### src/rtl/xy_input_port_pkg.sv
// -----------------------------------------------------------------------------
// xy_input_port_pkg
// Shared types and constants for the AXI-Stream NoC router ingress stage.
//   axis_data_t / axi_packet_t : one stream beat (TDATA, TID, TDEST, TUSER, TLAST)
//   ROUTING_HEADER             : TID value marking the first beat of a packet
//   PORT_LOCAL .. PORT_WEST    : router port indices
//   hdr_field()                : extracts target_x / target_y / count from TDATA
//   in_state_e                 : ingress FSM state encoding
// -----------------------------------------------------------------------------
package xy_input_port_pkg;

   localparam int AXI_DATA_WIDTH = 32;
   localparam int AXI_ID_WIDTH   = 4;
   localparam int AXI_DEST_WIDTH = 4;
   localparam int AXI_USER_WIDTH = 4;

   typedef logic [AXI_DATA_WIDTH-1:0] axis_data_t;

   typedef struct packed {
      axis_data_t                tdata;
      logic [AXI_ID_WIDTH-1:0]   tid;
      logic [AXI_DEST_WIDTH-1:0] tdest;
      logic [AXI_USER_WIDTH-1:0] tuser;
      logic                      tlast;
   } axi_packet_t;

   localparam logic [AXI_ID_WIDTH-1:0] ROUTING_HEADER = 4'hF;

   // Router port indices
   localparam int NUM_PORTS = 5;
   typedef logic [2:0] port_idx_t;
   localparam port_idx_t PORT_LOCAL = 3'd0;
   localparam port_idx_t PORT_NORTH = 3'd1;
   localparam port_idx_t PORT_EAST  = 3'd2;
   localparam port_idx_t PORT_SOUTH = 3'd3;
   localparam port_idx_t PORT_WEST  = 3'd4;

   // Width of the payload-beat count field in the header
   localparam int HDR_COUNT_WIDTH = 8;

   typedef enum logic [0:0] {
      ST_IDLE = 1'b0,
      ST_BODY = 1'b1
   } in_state_e;

   // Returns TDATA[lsb +: width] zero-extended to 8 bits (width <= 8).
   // Header layout with W = x_width + y_width:
   //   target_y = field(0, y_width), target_x = field(y_width, x_width),
   //   count    = field(2W, 8)
   function automatic logic [7:0] hdr_field(input axis_data_t d,
                                            input int unsigned lsb,
                                            input int unsigned width);
      axis_data_t sh;
      sh = d >> lsb;
      // For width 8 the shift wraps to zero, so the mask becomes 8'hFF.
      return sh[7:0] & ((8'd1 << width) - 8'd1);
   endfunction

endpackage

### src/rtl/xy_input_port_sync_fifo.sv
// -----------------------------------------------------------------------------
// sync_fifo
// Single-clock FIFO with first-word-fall-through head (no write bypass: a word
// written in cycle t is visible at rdata from cycle t+1).
//   clk, rst_n : clock, asynchronous active-low reset
//   push, wdata: write request and data (ignored while full)
//   pop        : read request (ignored while empty)
//   rdata      : current head entry
//   full/empty : status flags
// Pointers carry one extra wrap bit to distinguish full from empty.
// -----------------------------------------------------------------------------
module sync_fifo
   import xy_input_port_pkg::*;
#(
   parameter type DATA_T = axi_packet_t,
   parameter int  DEPTH  = 4
) (
   input  logic  clk,
   input  logic  rst_n,
   input  logic  push,
   input  DATA_T wdata,
   input  logic  pop,
   output DATA_T rdata,
   output logic  full,
   output logic  empty
);

   localparam int AW = $clog2(DEPTH);
   localparam logic [AW:0] PTR_ONE = {{AW{1'b0}}, 1'b1};

   DATA_T         mem_r [DEPTH];
   logic [AW:0]   wr_ptr_r;
   logic [AW:0]   rd_ptr_r;
   logic          wr_en_s;
   logic          rd_en_s;

   assign empty   = (wr_ptr_r == rd_ptr_r);
   assign full    = (wr_ptr_r[AW] != rd_ptr_r[AW]) &&
                    (wr_ptr_r[AW-1:0] == rd_ptr_r[AW-1:0]);
   assign wr_en_s = push && !full;
   assign rd_en_s = pop && !empty;
   assign rdata   = mem_r[rd_ptr_r[AW-1:0]];

   // Storage array and pointer update
   always_ff @(posedge clk or negedge rst_n) begin
      if (!rst_n) begin
         for (int i = 0; i < DEPTH; i++) begin
            mem_r[i] <= DATA_T'(1'b0);
         end
         wr_ptr_r <= {(AW+1){1'b0}};
         rd_ptr_r <= {(AW+1){1'b0}};
      end else begin
         if (wr_en_s) begin
            mem_r[wr_ptr_r[AW-1:0]] <= wdata;
            wr_ptr_r                <= wr_ptr_r + PTR_ONE;
         end
         if (rd_en_s) begin
            rd_ptr_r <= rd_ptr_r + PTR_ONE;
         end
      end
   end

endmodule

### src/rtl/xy_input_port.sv
// -----------------------------------------------------------------------------
// xy_input_port
// Ingress stage of one AXI-Stream NoC router input channel. Beats are buffered
// in a small FIFO; the ROUTING_HEADER beat at the head selects an output port
// by XY routing (X first, then Y). The route is held for the header's count of
// payload beats, and the beats are offered to exactly one output arbiter.
// Non-header beats arriving outside a packet are dropped.
//   clk, rst_n          : clock, asynchronous active-low reset
//   router_x, router_y  : static coordinates of this router
//   in, in_valid        : incoming beat; in_ready = FIFO not full
//   out                 : FIFO head broadcast to every output arbiter
//   out_valid           : one-hot (or zero) request toward the output arbiters
//   out_ready           : grants from the output arbiters
//   err_count           : dropped-beat counter, saturating at 255; present only
//                         when INPUT_PORT_ERR_CNT_EN is defined
// -----------------------------------------------------------------------------
module xy_input_port
   import xy_input_port_pkg::*;
#(
   parameter int  DATA_WIDTH     = 32,
   parameter int  ID_WIDTH       = 4,
   parameter int  DEST_WIDTH     = 4,
   parameter int  USER_WIDTH     = 4,
   parameter int  CHANNEL_NUMBER = 5,
   parameter int  MAX_ROUTERS_X  = 4,
   parameter int  MAX_ROUTERS_Y  = 4,
   parameter int  BUFFER_DEPTH   = 4,
   localparam int MAX_ROUTERS_X_WIDTH = $clog2(MAX_ROUTERS_X),
   localparam int MAX_ROUTERS_Y_WIDTH = $clog2(MAX_ROUTERS_Y)
) (
   input  logic                            clk,
   input  logic                            rst_n,
   input  logic [MAX_ROUTERS_X_WIDTH-1:0]  router_x,
   input  logic [MAX_ROUTERS_Y_WIDTH-1:0]  router_y,
   input  axi_packet_t                     in,
   input  logic                            in_valid,
   output logic                            in_ready,
   output axi_packet_t [CHANNEL_NUMBER-1:0] out,
   output logic [CHANNEL_NUMBER-1:0]       out_valid,
   input  logic [CHANNEL_NUMBER-1:0]       out_ready
`ifdef INPUT_PORT_ERR_CNT_EN
   ,
   output logic [7:0]                      err_count
`endif
);

   localparam int HDR_W = MAX_ROUTERS_X_WIDTH + MAX_ROUTERS_Y_WIDTH;

   // The packet struct comes from the package, so the widths must agree.
   if (DATA_WIDTH != AXI_DATA_WIDTH || ID_WIDTH != AXI_ID_WIDTH ||
       DEST_WIDTH != AXI_DEST_WIDTH || USER_WIDTH != AXI_USER_WIDTH ||
       CHANNEL_NUMBER != NUM_PORTS || BUFFER_DEPTH < 2 ||
       (BUFFER_DEPTH & (BUFFER_DEPTH - 1)) != 0) begin : g_cfg_err
      $error("xy_input_port: unsupported parameter combination");
   end

   axi_packet_t head_s;
   logic        fifo_full_s;
   logic        fifo_empty_s;
   logic        push_s;
   logic        pop_s;

   in_state_e   state_r;
   in_state_e   state_next_s;
   logic [7:0]  beats_left_r;
   logic [7:0]  beats_next_s;
   port_idx_t   route_r;
   port_idx_t   route_next_s;
   port_idx_t   route_s;
   port_idx_t   sel_s;
   logic        sel_valid_s;
   logic        drop_s;

   logic [7:0]  tx_s;
   logic [7:0]  ty_s;
   logic [7:0]  cnt_s;
   logic [7:0]  rx_s;
   logic [7:0]  ry_s;

   assign in_ready = !fifo_full_s;
   assign push_s   = in_valid && !fifo_full_s;

   sync_fifo #(
      .DATA_T (axi_packet_t),
      .DEPTH  (BUFFER_DEPTH)
   ) u_fifo (
      .clk   (clk),
      .rst_n (rst_n),
      .push  (push_s),
      .wdata (in),
      .pop   (pop_s),
      .rdata (head_s),
      .full  (fifo_full_s),
      .empty (fifo_empty_s)
   );

   assign ty_s  = hdr_field(head_s.tdata, 0, MAX_ROUTERS_Y_WIDTH);
   assign tx_s  = hdr_field(head_s.tdata, MAX_ROUTERS_Y_WIDTH, MAX_ROUTERS_X_WIDTH);
   assign cnt_s = hdr_field(head_s.tdata, 2 * HDR_W, HDR_COUNT_WIDTH);
   assign rx_s  = 8'(router_x);
   assign ry_s  = 8'(router_y);

   // XY route of the head beat: resolve X first, then Y
   always_comb begin
      route_s = PORT_LOCAL;
      if (tx_s > rx_s) begin
         route_s = PORT_EAST;
      end else if (tx_s < rx_s) begin
         route_s = PORT_WEST;
      end else if (ty_s > ry_s) begin
         route_s = PORT_NORTH;
      end else if (ty_s < ry_s) begin
         route_s = PORT_SOUTH;
      end else begin
         route_s = PORT_LOCAL;
      end
   end

   // Packet FSM: port selection, drop decision and next-state/counter values
   always_comb begin
      state_next_s = state_r;
      beats_next_s = beats_left_r;
      route_next_s = route_r;
      sel_s        = route_r;
      sel_valid_s  = 1'b0;
      drop_s       = 1'b0;
      case (state_r)
         ST_IDLE: begin
            if (!fifo_empty_s) begin
               if (head_s.tid == ROUTING_HEADER) begin
                  sel_s       = route_s;
                  sel_valid_s = 1'b1;
                  if (out_ready[route_s]) begin
                     route_next_s = route_s;
                     beats_next_s = cnt_s;
                     // A zero count is a header-only packet.
                     state_next_s = (cnt_s != 8'd0) ? ST_BODY : ST_IDLE;
                  end else begin
                     state_next_s = ST_IDLE;
                  end
               end else begin
                  // Stray beat outside a packet: discard without a request.
                  drop_s = 1'b1;
               end
            end else begin
               state_next_s = ST_IDLE;
            end
         end
         ST_BODY: begin
            // The counter, not the TID, decides where the packet ends.
            sel_s       = route_r;
            sel_valid_s = !fifo_empty_s;
            if (!fifo_empty_s && out_ready[route_r]) begin
               beats_next_s = beats_left_r - 8'd1;
               state_next_s = (beats_left_r == 8'd1) ? ST_IDLE : ST_BODY;
            end else begin
               state_next_s = ST_BODY;
            end
         end
         default: begin
            state_next_s = ST_IDLE;
            beats_next_s = 8'd0;
         end
      endcase
   end

   assign pop_s = drop_s || (sel_valid_s && out_ready[sel_s]);

   // Output request decode and head broadcast
   always_comb begin
      out_valid = {CHANNEL_NUMBER{1'b0}};
      if (sel_valid_s) begin
         out_valid[sel_s] = 1'b1;
      end else begin
         out_valid = {CHANNEL_NUMBER{1'b0}};
      end
      for (int p = 0; p < CHANNEL_NUMBER; p++) begin
         out[p] = head_s;
      end
   end

   // FSM state, held route and remaining beat count
   always_ff @(posedge clk or negedge rst_n) begin
      if (!rst_n) begin
         state_r      <= ST_IDLE;
         beats_left_r <= 8'd0;
         route_r      <= PORT_LOCAL;
      end else begin
         state_r      <= state_next_s;
         beats_left_r <= beats_next_s;
         route_r      <= route_next_s;
      end
   end

`ifdef INPUT_PORT_ERR_CNT_EN
   logic [7:0] err_count_r;

   // Saturating count of dropped beats
   always_ff @(posedge clk or negedge rst_n) begin
      if (!rst_n) begin
         err_count_r <= 8'd0;
      end else if (drop_s && (err_count_r != 8'hFF)) begin
         err_count_r <= err_count_r + 8'd1;
      end else begin
         err_count_r <= err_count_r;
      end
   end

   assign err_count = err_count_r;
`endif

endmodule

### config.mk
export PLATFORM = sky130hd
export DESIGN_NAME = xy_input_port
export DESIGN_NICKNAME = d
export VERILOG_FILES = /design/src/rtl/xy_input_port_pkg.sv /design/src/rtl/xy_input_port_sync_fifo.sv /design/src/rtl/xy_input_port.sv
export SDC_FILE = /design/constraint.sdc
export NUM_CORES = 1
export LEC_CHECK = 0
export CAP_MARGIN = 30
export CORE_MARGIN = 3
export CORE_UTILIZATION = 45
export CTS_BUF_LIST = sky130_fd_sc_hd__clkbuf_8 sky130_fd_sc_hd__clkbuf_16
export DETAILED_ROUTE_END_ITERATION = 7
export GPL_ROUTABILITY_DRIVEN = 1
export PLACE_DENSITY = 0.81
export SLEW_MARGIN = 0
export SYNTH_ARGS = -nofsm -noshare
export SYNTH_HDL_FRONTEND = slang
export SYNTH_HIERARCHICAL = 1
export SYNTH_SLANG_ARGS = --single-unit
### constraint.sdc
create_clock -name clk -period 4.72 [get_ports clk]
set_input_delay 0.708 -clock clk [delete_from_list [all_inputs] [get_ports clk]]
set_output_delay 0.708 -clock clk [all_outputs]
set_load 0.05 [all_outputs]
-- After elaboration in Yosys (flattened, before gate mapping)
Index checks and enable logic that the tools add are counted.
- multiplexer cells: 40
- $lt $le $gt $ge: 11
- $add $sub $neg: 3
- reduce and logical (&&, ||, !) cells: 14
- equality and inequality tests: 9
- bitwise gates (word level): 4
- operators by type and width (cell ; number):
    180-bit bitwise mux ; 1
    45-bit two-way mux ; 3
    45-bit binary-select mux with 2-bit select ; 1
    45-bit demux with 2-bit select ; 1
    8-bit two-way mux ; 4
    8-bit case mux with 2 select lines ; 1
    1-bit two-way mux ; 15
    3-bit two-way mux ; 5
    3-bit by 4-bit < comparator with 1-bit output, second input constant ; 3
    1-bit binary-select mux with 3-bit select ; 3
    8-bit by 1-bit == test with 1-bit output, second input constant ; 1
    1-bit logical AND ; 8
    4-bit AND reduction ; 2
    8-bit nonzero test ; 1
    8-bit by 1-bit subtractor with 8-bit output, second input constant ; 1
    3-bit by 1-bit adder with 3-bit output, second input constant ; 2
    3-bit >= comparator, second input constant ; 2
    2-bit != test, second input constant ; 3
    2-bit NOT with 3-bit output ; 2
    3-bit case mux with 2 select lines ; 1
    5-bit two-way mux ; 1
    4-bit == test, second input constant ; 1
    2-bit greater-than comparator ; 2
    2-bit < comparator ; 2
    other kinds (12) ; 15
- register bits: 198
- input bits: 57
- output and inout port bits: 231
- logic and storage cells: 106

-- Longest topological paths before layout
Gate-level depths: netlist (run 1).
- word-level depth: 17
- depth in mapped cells: 14
- depth with buffers taken out: 11

-- By module
The synthesis (run 1) kept the hierarchy.
- modules (own cells, without submodules) (module ; sequential area each (µm²) ; area each (µm²) ; cells each ; instances):
    sync_fifo ; 4654.5 ; 8488.1 ; 478 ; 1
    xy_input_port ; 300.3 ; 2580.0 ; 308 ; 1

-- Worst setup path after synthesis (run 1)
Ideal clock, no wire load.
- kind: register -> output
- start: register u_fifo.rd_ptr_r[0]
- end: output port out_valid[4]
- path slack: 0.045 ns
- arrival: 3.967 ns
- stages on the path, launching flop included: 12
- path buffers: 3
- cell sequence: dfrtp_1 -> clkbuf_1 -> buf_2 -> buf_2 -> mux4_2 -> inv_1 -> ha_1 -> nor2b_1 -> a311oi_4 -> a21boi_4 -> nand2_1 -> nor3b_1
- RTL lines (item ; line ; source):
    start: declaration ; xy_input_port_sync_fifo.sv:33 ; logic [AW:0] rd_ptr_r;
    start signal: assignment ; xy_input_port_sync_fifo.sv:51 ; rd_ptr_r <= {(AW+1){1'b0}};
    start signal: assignment ; xy_input_port_sync_fifo.sv:58 ; rd_ptr_r <= rd_ptr_r + PTR_ONE;
    end: declaration ; xy_input_port.sv:39 ; output logic [CHANNEL_NUMBER-1:0] out_valid,

-- Final worst setup path (run 1)
- start: register u_fifo.rd_ptr_r[0]
- end: output port out_valid[1]
- longest elaborated chain between the ends: 17
- RTL lines (item ; line ; source):
    2-bit NOT with 3-bit output (not written as such) ; xy_input_port_sync_fifo.sv:42 ; assign rdata = mem_r[rd_ptr_r[AW-1:0]];
    45-bit binary-select mux with 2-bit select ; xy_input_port_sync_fifo.sv:42 ;
    45-bit two-way mux (not written as such) (2 in series) ; xy_input_port_sync_fifo.sv:42 ;
    2-bit < comparator ; xy_input_port.sv:112 ; end else if (ty_s < ry_s) begin
    2-bit two-way mux ; xy_input_port.sv:112 ;
    3-bit two-way mux ; xy_input_port.sv:110 ; end else if (ty_s > ry_s) begin
    3-bit two-way mux ; xy_input_port.sv:108 ; end else if (tx_s < rx_s) begin
    3-bit two-way mux ; xy_input_port.sv:106 ; if (tx_s > rx_s) begin
    3-bit two-way mux ; xy_input_port.sv:130 ; if (head_s.tid == ROUTING_HEADER) begin
    3-bit two-way mux ; xy_input_port.sv:129 ; if (!fifo_empty_s) begin
    3-bit case mux with 2 select lines ; xy_input_port.sv:127 ; case (state_r)
    3-bit by 4-bit < comparator with 1-bit output (not written as such) / 3-bit by 1-bit >= comparator with 1-bit output (equally long branches) ; xy_input_port.sv:173 ; out_valid[sel_s] = 1'b1;
    1-bit logical AND (not written as such) ; xy_input_port.sv:173 ;
    1-bit two-way mux (not written as such) ; xy_input_port.sv:173 ;
    1-bit demux with 3-bit select ; xy_input_port.sv:173 ;
    5-bit two-way mux (*) ; xy_input_port.sv:172 ; if (sel_valid_s) begin
Mark *: on every way between the ends. The rest lies on a longest branch, timed or not. The select of a mux whose other input is x is not followed.

==> flow_metrics.py, run 1 <==
metrics = {
    "timing": {
        "finalCritPeriodShare": 0.936,
        "finalSetupTns_ns": 0,
        "setup_viol": 0,
        "hold_viol_final": 0,
        "period_minus_slack_ns": 4.42,
        "slew_headroom": 0.622,
        "drv_slew": 0,
        "rsz0062_at_grt": "no",
        "clock.fmax_ghz": 0.226,
        "fin_worst_skew_ns": 0.0197,
        "worst_pin_slew_ns": 0.568,
    },
    "layout": {
        "drive_above_1_share": 0.334,
        "n_fill_cell": 1902,
        "nets": 963,
        "n_antenna_cell": 0,
        "syn2layout_area_growth_pct": 22.0,
    },
    "route": {
        "vias_per_cell": 5.13,
        "vias": 6296,
        "wl_mm": 23.1,
        "firstDrtPassIters": 4,
        "drc": 0,
        "drtAntennaViolNets": 0,
        "routedWlPerCell_um": 18.8,
        "drt_iter0_drc": 300,
    },
    "place": {
        "gp_congestion": 0.848,
        "place.port_buffers": 287,
        "dp_hpwl_mm": 15.8,
    },
    "global_routing": {
        "grt_first_pass_wirelength_mm": 37.0,
        "antenna_found_initial": 1,
        "grt_use_total": 0.175,
        "first_global_vias": 6678,
        "grt_overflow": 0,
        "grt_max_degree": 118,
    },
    "yosys": {
        "syn_area_um2": 11100,
        "yosysWarningCount": 6,
        "synth.avg_cell_area_um2": 14.1,
        "synth_area_leaders": "dfrtp_1, mux2_2, buf_4",
        "syn-instance-count": 786,
        "synthDistinctLibCells": 51,
        "synth_edf_count": 0,
        "ys_ff_latch": 198,
        "synth_most_common_cell": "dfrtp_1",
        "netlist.area_leader.share": 0.448,
        "ys_top_cells_by_count": "dfrtp_1, buf_4, mux2_2",
        "synthFlopType": "dfrtp_1",
        "ys_seq_area_frac": 0.448,
        "synth_nets": 854,
        "async_flop_share": 1.00,
        "synth_top_cell_by_area": "dfrtp_1",
    },
    "floorplanning": {
        "start_util": 0.465,
        "die_h_um": 163,
        "core-area_um2": 23800,
        "io_pins": 288,
        "fp.dieArea_um2": 26500,
        "rows": 56,
        "die_w_um": 163,
    },
    "worst_setup_path": {
        "critPathRequiredTime_ns": 4.01,
        "crit_chain": "mux4_2 -> ha_1 -> nand2_1 -> a311oi_4 -> a21boi_4 -> nand2b_1 -> nor2_1 -> clkdlybuf4s50_1",
        "cp_slowest_cell": "clkdlybuf4s50_1",
        "worstSetupPathType": "reg -> out",
        "worst_setup_path_start_kind": "flip-flop",
        "end_kind": "output port",
        "cpLargestDelayFamily": "buffers and inverters",
        "worstPathArrival_ns": 3.71,
        "slowest_delay_ns": 0.80,
        "cp_max_fo": 12,
        "crit_buf_inv": 1,
    },
    "cts": {
        "hold_buffers": 0,
        "clk-insertion-delay-late_ns": 0.43,
        "cts.path.max_buffers": 2,
        "cts_sinks": 198,
        "clkTransAtPathRegs_ns": 0.08,
        "root_buffer": "clkbuf_16",
        "cts_tree": "yes",
        "numCtsBuffers": 17,
        "htreeDepth": 4,
    },
    "hold_path": {
        "worstHoldPathType": "in -> async",
    },
    "run": {
        "maxCapViolations": 0,
    },
    "run_status": {
        "status": "completed",
    },
}
[per-layer routing]
layer	part of all wire	GRT usage
met5	0.00048	0
met4	0.0087	0.0442
met1	0.43	0.231
met2	0.52	0.300
met3	0.041	0.0346
[cells in the final DEF (no fill, tap or decap), types with 3 or more instances in the layout]
cell,n
buf_4,9
inv_1,14
mux2_2,136
clkbuf_16,17
nand2b_1,3
mux2_4,55
ha_1,11
clkinvlp_4,4
nand2_1,14
o21ai_0,4
nor4_1,4
mux2i_1,5
nor2_1,19
nor3_1,3
clkinv_8,4
xnor2_1,5
buf_12,3
xor2_1,5
a31oi_4,4
dfrtp_1,196
inv_8,3
o31ai_1,3
a21oi_1,6
nor2b_1,3
o31a_1,3
mux4_2,46
clkdlybuf4s50_1,286
[state kept, by name, indices dropped and copies added, names as in the netlist]
register and flops:
u_fifo/mem_r 180, u_fifo/rd_ptr_r 3, state_r 1, beats_left_r 8, u_fifo/wr_ptr_r 3, route_r 3
[layout make-up]
class                           instances  area (um2)  area share
Sequential cell                       198        4960       0.367
Tap cell                              319         399      0.0296
Inverter                               14        52.6     0.00389
Multi-Input combinational cell        364        4470       0.331
Timing Repair Buffer                  300        3030       0.225
Clock buffer                           17         425      0.0315
Clock inverter                         15         164      0.0121
[cell families after synthesis]
group           Yosys count  synth area share
buf+inv                 224             0.149
compound gates           41            0.0365
mux                     244             0.316
simple gates             55            0.0251
xor+xnor                 13            0.0133
fa+ha+maj                11            0.0124
flops                   198             0.448
[per-stage QoR]
stage          std cells  hold slack (ns)   util  cell area (um2)  worst slack [ns]
3_5_place_dp        1194            0.490  0.541            12900             0.665
6_report            1227            0.102  0.567            13500             0.300
3_3_place_gp        1194            0.484  0.541            12900             0.695
4_1_cts             1226            0.448  0.565            13500             0.188
2_1_floorplan        786            0.412      -            11100            0.0448
5_1_grt             1227           0.0709  0.567            13500            0.0957
[path summary, 6_finish.rpt]
kind,end,depth (start not counted),slack (ns),from
worst max-delay path,out_valid[1],8,0.30,u_fifo/rd_ptr_r[0]
worst min-delay path,beats_left_r[5],1,0.10,rst_n
worst max register to register,u_fifo/rd_ptr_r[1],10,1.18,u_fifo/rd_ptr_r[0]
worst min register to register,u_fifo/mem_r[73],1,0.50,u_fifo/mem_r[73]
max in group asynchronous,u_fifo/mem_r[134],2,3.87,rst_n
min in group clk,u_fifo/mem_r[73],1,0.50,u_fifo/mem_r[73]
[repair_timing]
item,CTS,global route
setup buffers,0,0
gates resized for setup,0,1
endpoints found under the setup margin,0,2
Power of run 1 is not shown: default switching activity piles up to over one toggle a cycle in this logic, so the estimate is an artifact.
==> run 2: changes to the inputs <==
Settings changed: CTS_CLUSTER_DIAMETER from default to 50.
==> results of run 2 <==
No change in the layout: final DEF, timing and power equal those of run 1.
Power of run 2 is left out for the same reason.
